<file path="config.mk">
export PLATFORM = sky130hd
export DESIGN_NAME = decode_stage
export DESIGN_NICKNAME = d
export VERILOG_FILES = /design/src/rtl/decode_stage.sv
export SDC_FILE = /design/constraint.sdc
export NUM_CORES = 1
export LEC_CHECK = 0
export CAP_MARGIN = 30
export CORE_MARGIN = 2
export CORE_UTILIZATION = 39
export DETAILED_ROUTE_END_ITERATION = 7
export PLACE_DENSITY = 0.76
export SLEW_MARGIN = 20
export SYNTH_ARGS = -nofsm -noshare
export SYNTH_HDL_FRONTEND = slang
export SYNTH_SLANG_ARGS = --single-unit
</file>
<file path="constraint.sdc">
create_clock -name clk -period 2 [get_ports clk]
set_input_delay 0.4 -clock clk [delete_from_list [all_inputs] [get_ports clk]]
set_output_delay 0.4 -clock clk [all_outputs]
set_load 0.02 [all_outputs]
</file>
<file path="src/rtl/decode_stage.sv">
// rtl/decode_stage.sv - registered instruction decode stage with hazard scoreboard and flush
module decode_stage #(
    parameter int REG_AW = 3,
    parameter int DATA_W = 8,
    localparam int IW    = 7 + 3 * REG_AW,
    localparam int NREG  = 2 ** REG_AW
) (
    input  logic              clk,
    input  logic              rst,
    input  logic              in_valid,
    output logic              in_ready,
    input  logic [IW-1:0]     in_ir,
    input  logic              flush,
    input  logic              wb_valid,
    input  logic [REG_AW-1:0] wb_addr,
    output logic              out_valid,
    input  logic              out_ready,
    output logic [REG_AW-1:0] da,
    output logic [REG_AW-1:0] aa,
    output logic [REG_AW-1:0] ba,
    output logic [3:0]        fs,
    output logic              mb,
    output logic              md,
    output logic              rw,
    output logic              mw,
    output logic              pl,
    output logic              jb,
    output logic              bc,
    output logic [DATA_W-1:0] imm,
    output logic [DATA_W-1:0] offs
);

    // Fields of the incoming instruction
    logic [6:0]        op_new;
    logic [REG_AW-1:0] da_new;
    logic [REG_AW-1:0] aa_new;
    logic [REG_AW-1:0] ba_new;

    // Decoded control word for the incoming instruction
    logic [3:0]        fs_new;
    logic              mb_new;
    logic              md_new;
    logic              rw_new;
    logic              mw_new;
    logic              pl_new;
    logic              jb_new;
    logic              bc_new;
    logic [DATA_W-1:0] imm_new;
    logic [DATA_W-1:0] offs_new;

    // Registers with a write in flight (handed off downstream, not yet retired)
    logic [NREG-1:0]   pending;
    logic [NREG-1:0]   pend_set;
    logic [NREG-1:0]   pend_clr;

    logic              held_wr;
    logic              hazard;
    logic              accept;
    logic              handoff;

    assign op_new = in_ir[IW-1:IW-7];
    assign da_new = in_ir[3*REG_AW-1:2*REG_AW];
    assign aa_new = in_ir[2*REG_AW-1:REG_AW];
    assign ba_new = in_ir[REG_AW-1:0];

    // Control-word decode of the incoming opcode
    always_comb begin
        mb_new   = op_new[6];
        md_new   = op_new[4];
        jb_new   = op_new[4];
        rw_new   = ~op_new[5];
        bc_new   = op_new[0];
        mw_new   = op_new[5] & ~op_new[6];
        pl_new   = op_new[5] & op_new[6];
        fs_new   = {op_new[3:1], ~pl_new & op_new[0]};
        imm_new  = DATA_W'(ba_new);
        offs_new = DATA_W'($signed({da_new, ba_new}));
    end

    // RAW/WAW check against the scoreboard and against the word still held here;
    // a B-field that is an immediate (mb=1) is not a register read
    always_comb begin
        held_wr = out_valid & rw;
        hazard  = 1'b0;
        if (pending[aa_new] || (held_wr && (da == aa_new))) begin
            hazard = 1'b1;
        end
        if (!mb_new && (pending[ba_new] || (held_wr && (da == ba_new)))) begin
            hazard = 1'b1;
        end
        if (rw_new && (pending[da_new] || (held_wr && (da == da_new)))) begin
            hazard = 1'b1;
        end
    end

    assign handoff  = out_valid & out_ready;
    assign in_ready = (~out_valid | out_ready) & ~hazard & ~flush;
    assign accept   = in_valid & in_ready;

    // Scoreboard set/clear vectors; a handed-off register write marks its destination busy
    always_comb begin
        pend_set = '0;
        pend_clr = '0;
        if (handoff && rw) begin
            pend_set[da] = 1'b1;
        end
        if (wb_valid) begin
            pend_clr[wb_addr] = 1'b1;
        end
    end

    // Scoreboard register; set beats clear on the same register
    always_ff @(posedge clk or posedge rst) begin
        if (rst) begin
            pending <= '0;
        end else begin
            pending <= (pending & ~pend_clr) | pend_set;
        end
    end

    // Output valid: load on accept, drop on handoff or flush
    always_ff @(posedge clk or posedge rst) begin
        if (rst) begin
            out_valid <= 1'b0;
        end else if (accept) begin
            out_valid <= 1'b1;
        end else if (handoff || flush) begin
            out_valid <= 1'b0;
        end
    end

    // Output word register; only changes on accept so it holds under backpressure
    always_ff @(posedge clk or posedge rst) begin
        if (rst) begin
            da   <= '0;
            aa   <= '0;
            ba   <= '0;
            fs   <= '0;
            mb   <= 1'b0;
            md   <= 1'b0;
            rw   <= 1'b0;
            mw   <= 1'b0;
            pl   <= 1'b0;
            jb   <= 1'b0;
            bc   <= 1'b0;
            imm  <= '0;
            offs <= '0;
        end else if (accept) begin
            da   <= da_new;
            aa   <= aa_new;
            ba   <= ba_new;
            fs   <= fs_new;
            mb   <= mb_new;
            md   <= md_new;
            rw   <= rw_new;
            mw   <= mw_new;
            pl   <= pl_new;
            jb   <= jb_new;
            bc   <= bc_new;
            imm  <= imm_new;
            offs <= offs_new;
        end
    end

endmodule

</file>
# [Yosys cells after proc, flatten, opt, wreduce, memory -nomap -nowiden]
# Cells that the tools add are included.
[totals] ff_bits=34
[classes] n_eq_ne=3 n_mux=17 n_bitwise=18 reduce_logical=14 magnitude_cmp=7
[op_table] operator="less-than comparator 3 x 4 -> 1 bit (second input constant)" count=5
[op_table] operator="two-way mux 8 bit" count=2
[op_table] operator="two-way mux 1 bit" count=10
[op_table] operator="binary-select mux 1 bit (select 3 bit)" count=3
[op_table] operator="== test 3 bit" count=3
[op_table] operator="bitwise AND 1 bit" count=8
[op_table] operator="bitwise AND 8 bit" count=1
[op_table] operator="logical AND 1 bit" count=8
[op_table] operator="NOT 8 bit" count=1
[op_table] operator="bitwise OR 8 bit" count=1
[op_table] operator="demux 1 bit (select 3 bit)" count=2
[op_table] operator=">= comparator 3 x 1 -> 1 bit (second input constant)" count=2
[op_table] operator="NOT 1 bit" count=6
[op_table] operator="logical OR 1 bit" count=4
[op_table] operator="nonzero test 2 bit" count=1
[op_table] operator="zero test 1 bit" count=1
[op_table] operator="bitwise OR 1 bit" count=1

# [Longest topological paths before layout]
[logic_depth] word_depth=11 mapped_depth=7 depth_no_buf=5

# [Worst setup path before layout]
# No wires, ideal clock.
[synth_path] path_type="input -> register" from="input port in_ir[3]" to="register aa[0]" required_time_ns=1.875 setup_slack_ns=-0.154 setup_ns=0.125 stages=6 arrival_ns=2.030 cell_sequence="mux4_1 mux2i_1 nand3_1 nor4b_2 buf_6 mux2_2"
[synth_between] elab_chain_cells=10
[synth_lines] element="start, declared" line_no="12" text="input logic [IW-1:0] in_ir,"
[synth_lines] element="binary-select mux 1 bit (select 3 bit) or == test 3 bit (tied branches)" line_no="85" text="if (pending[aa_new] || (held_wr && (da == aa_new))) begin"
[synth_lines] element="two-way mux 1 bit (not written as such) or logical AND 1 bit (tied branches)" line_no="85"
[synth_lines] element="logical OR 1 bit" line_no="85"
[synth_lines] element="two-way mux 1 bit" line_no="85"
[synth_lines] element="two-way mux 1 bit" line_no="88" text="if (!mb_new && (pending[ba_new] || (held_wr && (da == ba_new)))) begin"
[synth_lines] element="two-way mux 1 bit" line_no="91" text="if (rw_new && (pending[da_new] || (held_wr && (da == da_new)))) begin"
[synth_lines] element="NOT 1 bit" line_no="97" text="assign in_ready = (~out_valid | out_ready) & ~hazard & ~flush;"
[synth_lines] element="bitwise AND 1 bit (2 in series)" line_no="97"
[synth_lines] element="bitwise AND 1 bit" line_no="98" text="assign accept = in_valid & in_ready;"
[synth_lines] element="end signal, assigned" line_no="150" text="aa <= aa_new;"
[synth_lines] element="end, declared" line_no="19" text="output logic [REG_AW-1:0] aa,"
# Several ways; a longest one is shown, not always the timed one. The select of a mux whose other input is x is not followed.
# A chain may end at the register's enable or synchronous reset.

# [Final worst setup path]
[layout_path] from="register pending[4]" to="register fs[3]"
[layout_between] elab_chain_cells=10
[layout_lines] element="start, declared" line_no="52" text="logic [NREG-1:0] pending;"
[layout_lines] element="start signal, assigned" line_no="117" text="pending <= (pending & ~pend_clr) | pend_set;"
[layout_lines] element="binary-select mux 1 bit (select 3 bit), on equally long branches" line_no="85, 88"
[layout_lines] element="two-way mux 1 bit, on equally long branches" line_no="85, 88"
[layout_lines] element="logical OR 1 bit, on equally long branches" line_no="85, 88"
[layout_lines] element="two-way mux 1 bit or logical AND 1 bit (tied branches)" line_no="85, 88"
[layout_lines] element="two-way mux 1 bit" line_no="88"
[layout_lines] element="two-way mux 1 bit *" line_no="91"
[layout_lines] element="NOT 1 bit *" line_no="97"
[layout_lines] element="bitwise AND 1 bit * (2 in series)" line_no="97"
[layout_lines] element="bitwise AND 1 bit *" line_no="98"
[layout_lines] element="end signal, assigned" line_no="152" text="fs <= fs_new;"
[layout_lines] element="end, declared" line_no="21" text="output logic [3:0] fs,"
# Every way passes the cells marked *; elsewhere a longest branch is shown, timed or not. The select of a mux whose other input is x is not followed.

==> impl_results.md <==
- Sequential element share of the synthesized area: a little over two fifths
- Area Overhead vs Synth: 61.2%
- Full die area: approximately 4700 µm²
- Root Driver: clkbuf_8
- Chip width: slightly below 70 µm
- Syn. warnings: 0
- Fillcell total: between 200 and 300
- Post-route cell area: between 2000 and 3000 µm²
- Worst EP arrival: approximately 2.5 ns
- Synth Instances: 140
- Ys flop type: dfrtp_1
- Total power: 4.05 mW
- CTS tree: built
- Worst setup EP type: flip-flop
- Post-route ant nets: 0
- Worst reg2reg path endpoint: fs[3]
- Status: finished with violations
- CP most frequent cell: buf_4
- Max H-tree Level: 1
- Period utilisation layout: 116%
- # IOs: 63
- Gpl congestion: 0.812
- Critical path capture point: fs[3]
- Die H: around 68 µm
- RSZ-0062 raised after global routing: yes
- Final setup viols: 21
- Reg2reg start: pending[4]
- Max-cap viol count: 0
- Slew Viols, Final: 0
- Worst hold-check path type: primary input to asynchronous set/reset pin
- Clk sink count: 28
- Slowest Stage Delay on Critical Path: 0.45 ns
- Routed len/inst: between 15 and 20 µm
- Yosys reg bits: 28
- Fin crit period: 2.32 ns
- DRC violations left: 0
- Number of placement rows: 23
- Initial Utilization: a little over 40%
- CP Cell Sequence: mux4_2 > mux2i_1 > nand3_1 > buf_4 > nor4b_4 > buf_4 > clkbuf_16 > mux2_4
- Most frequent cell after synthesis: dfrtp_1
- First-pass GRT wire length: 6890 µm
- Final WS setup: -0.323 ns
- Clock buffer depth: 2
- Post-synth top cells: dfrtp_1, buf_4, mux2_2
- Initial antenna violation count: 0
- Cell count of the worst reg-to-reg path: 8
- Worst-path clk slew: approximately 0.09 ns
- TritonRoute pass-1 iters: 5
- Kind of critical path: flip-flop to flip-flop
- Antenna cells: 0
- Async S/R FF share, synth: between 90% and 100%
- GR Overflow Total: 0
- Nets: between 200 and 250
- Area contributors post-synth: dfrtp_1, mux2_2, buf_4
- Post-layout util: 65.2%
- Leakage: between 1 and 1.5 nW
- Worst setup startpoint: pending[4]
- Area leader, netlist: dfrtp_1
- CTS Buf Count: 3
- WP data required: 2.16 ns
- Post-DP Area: 2330 µm²
- Vias in the first global route: 1402
- Layout cells sized above 1: around 32%
- Netlist cell types: 25
- GRT Util Overall: 20.2%
- Synth Cell Area: approximately 1600 µm²
- Core Footprint: about 4000 µm²
- Fmax: about 430 MHz
- Port-buffer cells: 57
- Clk Latency, worst-skew pair: 0.27 ns
- Post-detail-place hpwl: 3240 µm
- Reg2Reg Setup Slack: -0.32 ns
- PwrDens: roughly 1600 nW/µm²
- Worst VDD drop: 0.481 mV
- DR vias/cell: 5.10
- Post-Route WL: approximately 4700 µm
- Failing checks: setup timing
- Post-synth EDFFs: 0
- Critical Path Source Type: flip-flop
- Max stage delay cell, worst path: mux4_2
- Crit path max fanout: 4
- Hold Fails Final Rpt: 0
- Largest net degree at the start of global routing: 29
- Top cell type's share of synthesized area: 43.6%
- 1st-iter DRT viols: 19
- Avg Synthesized Cell Area: around 11 µm²
- Clock Skew: around 0.0037 ns
- Vias: 1363
[cell families after synthesis]
kind of cell / count (synthesis) / share of synthesized area (%)
buffers and inverters: 30 / 12.1
other: 1 / 0.233
DFF: 28 / 43.6
AOI/OAI and AO/OA: 20 / 7.08
muxes: 32 / 24.7
xor gates and xnor gates: 9 / 4.90
and+or+nand+nor: 20 / 7.39
[registers in the layout, summed over array words and instances (netlist names)]
register / flops
out_valid: 1
bc: 1
jb: 1
pl: 1
da: 3
mw: 1
rw: 1
fs: 4
aa: 3
pending: 8
offs: 3
mb: 1
[how the worst min path moves through the flow]
stage | slack, ns | cells after the start | endpoint | from
2_1_floorplan | 0.47 | 1 | aa[0] | rst
3_3_place_gp | 0.49 | 1 | fs[1] | fs[1]
3_5_place_dp | 0.49 | 1 | aa[0] | aa[0]
4_1_cts | 0.49 | 3 | mb | rst
5_1_grt | 0.52 | 3 | rw | rst
6_report | 0.48 | 3 | fs[1] | rst
[layout by cell type, fill, tap and decap left out, types with 3 or more instances in the layout]
cell type / instances
inv_1: 6
mux4_2: 4
buf_4: 24
conb_1: 5
o31ai_1: 4
dlygate4sd2_1: 3
mux2i_1: 12
clkbuf_8: 4
nand2_1: 5
xnor2_1: 9
o21ai_0: 12
nand4_1: 3
clkdlybuf4s50_1: 50
mux2_4: 16
buf_6: 10
dfrtp_1: 27
nand2b_1: 5
[report_power, final]
part	switching [mW]	internal (mW)
clock network	0.167	0.176
logic	1.16	1.48
registers	0.229	0.846
[through the flow]
step                      hold WS, ns  worst slack, ns  setup TNS, ns  std cells
after floorplan                 0.465          -0.0490         -0.656        144
after global placement          0.489           -0.943         -16.68        255
after detailed placement        0.495           -0.963         -17.91        255
after CTS                       0.494           -0.307          -5.54        264
after global routing            0.517           -0.401          -7.49        267
final                           0.484           -0.323          -5.72        267
[area by class of cell]
class / count / area [µm²] / area share (%)
Clock buffer: 4 / 55.1 / 2.12
Inverter: 6 / 22.5 / 0.869
Multi-Input combinational cell: 86 / 832 / 32.1
Sequential cell: 28 / 702 / 27.1
Tap cell: 50 / 62.6 / 2.41
Timing Repair Buffer: 93 / 917 / 35.4
[critical path, delay by kind of cell (launching register included)]
family,cells,cell delay [ns]
DFF,1,0.41
and+or+nand+nor,2,0.36
muxes,3,0.91
buffers and inverters,3,0.53
[layer usage]
layer / up-vias / wire [µm] / GRT usage (%)
met4: 0 / 147 / 8.50
li1: 619 / - / -
met2: 58 / 2510 / 39.1
met5: - / 0 / 0
met3: 16 / 285 / 3.29
met1: 670 / 1780 / 21.3
[timing repair]
action,in CTS,in global routing
endpoints found under the setup margin,21,24
hold endpoints to repair,0,0
cloned,2,1
resized for setup,28,18
hold buffers,0,0
buffers inserted,3,3
pin swaps,5,4
(Power assumes the default switching activity.)
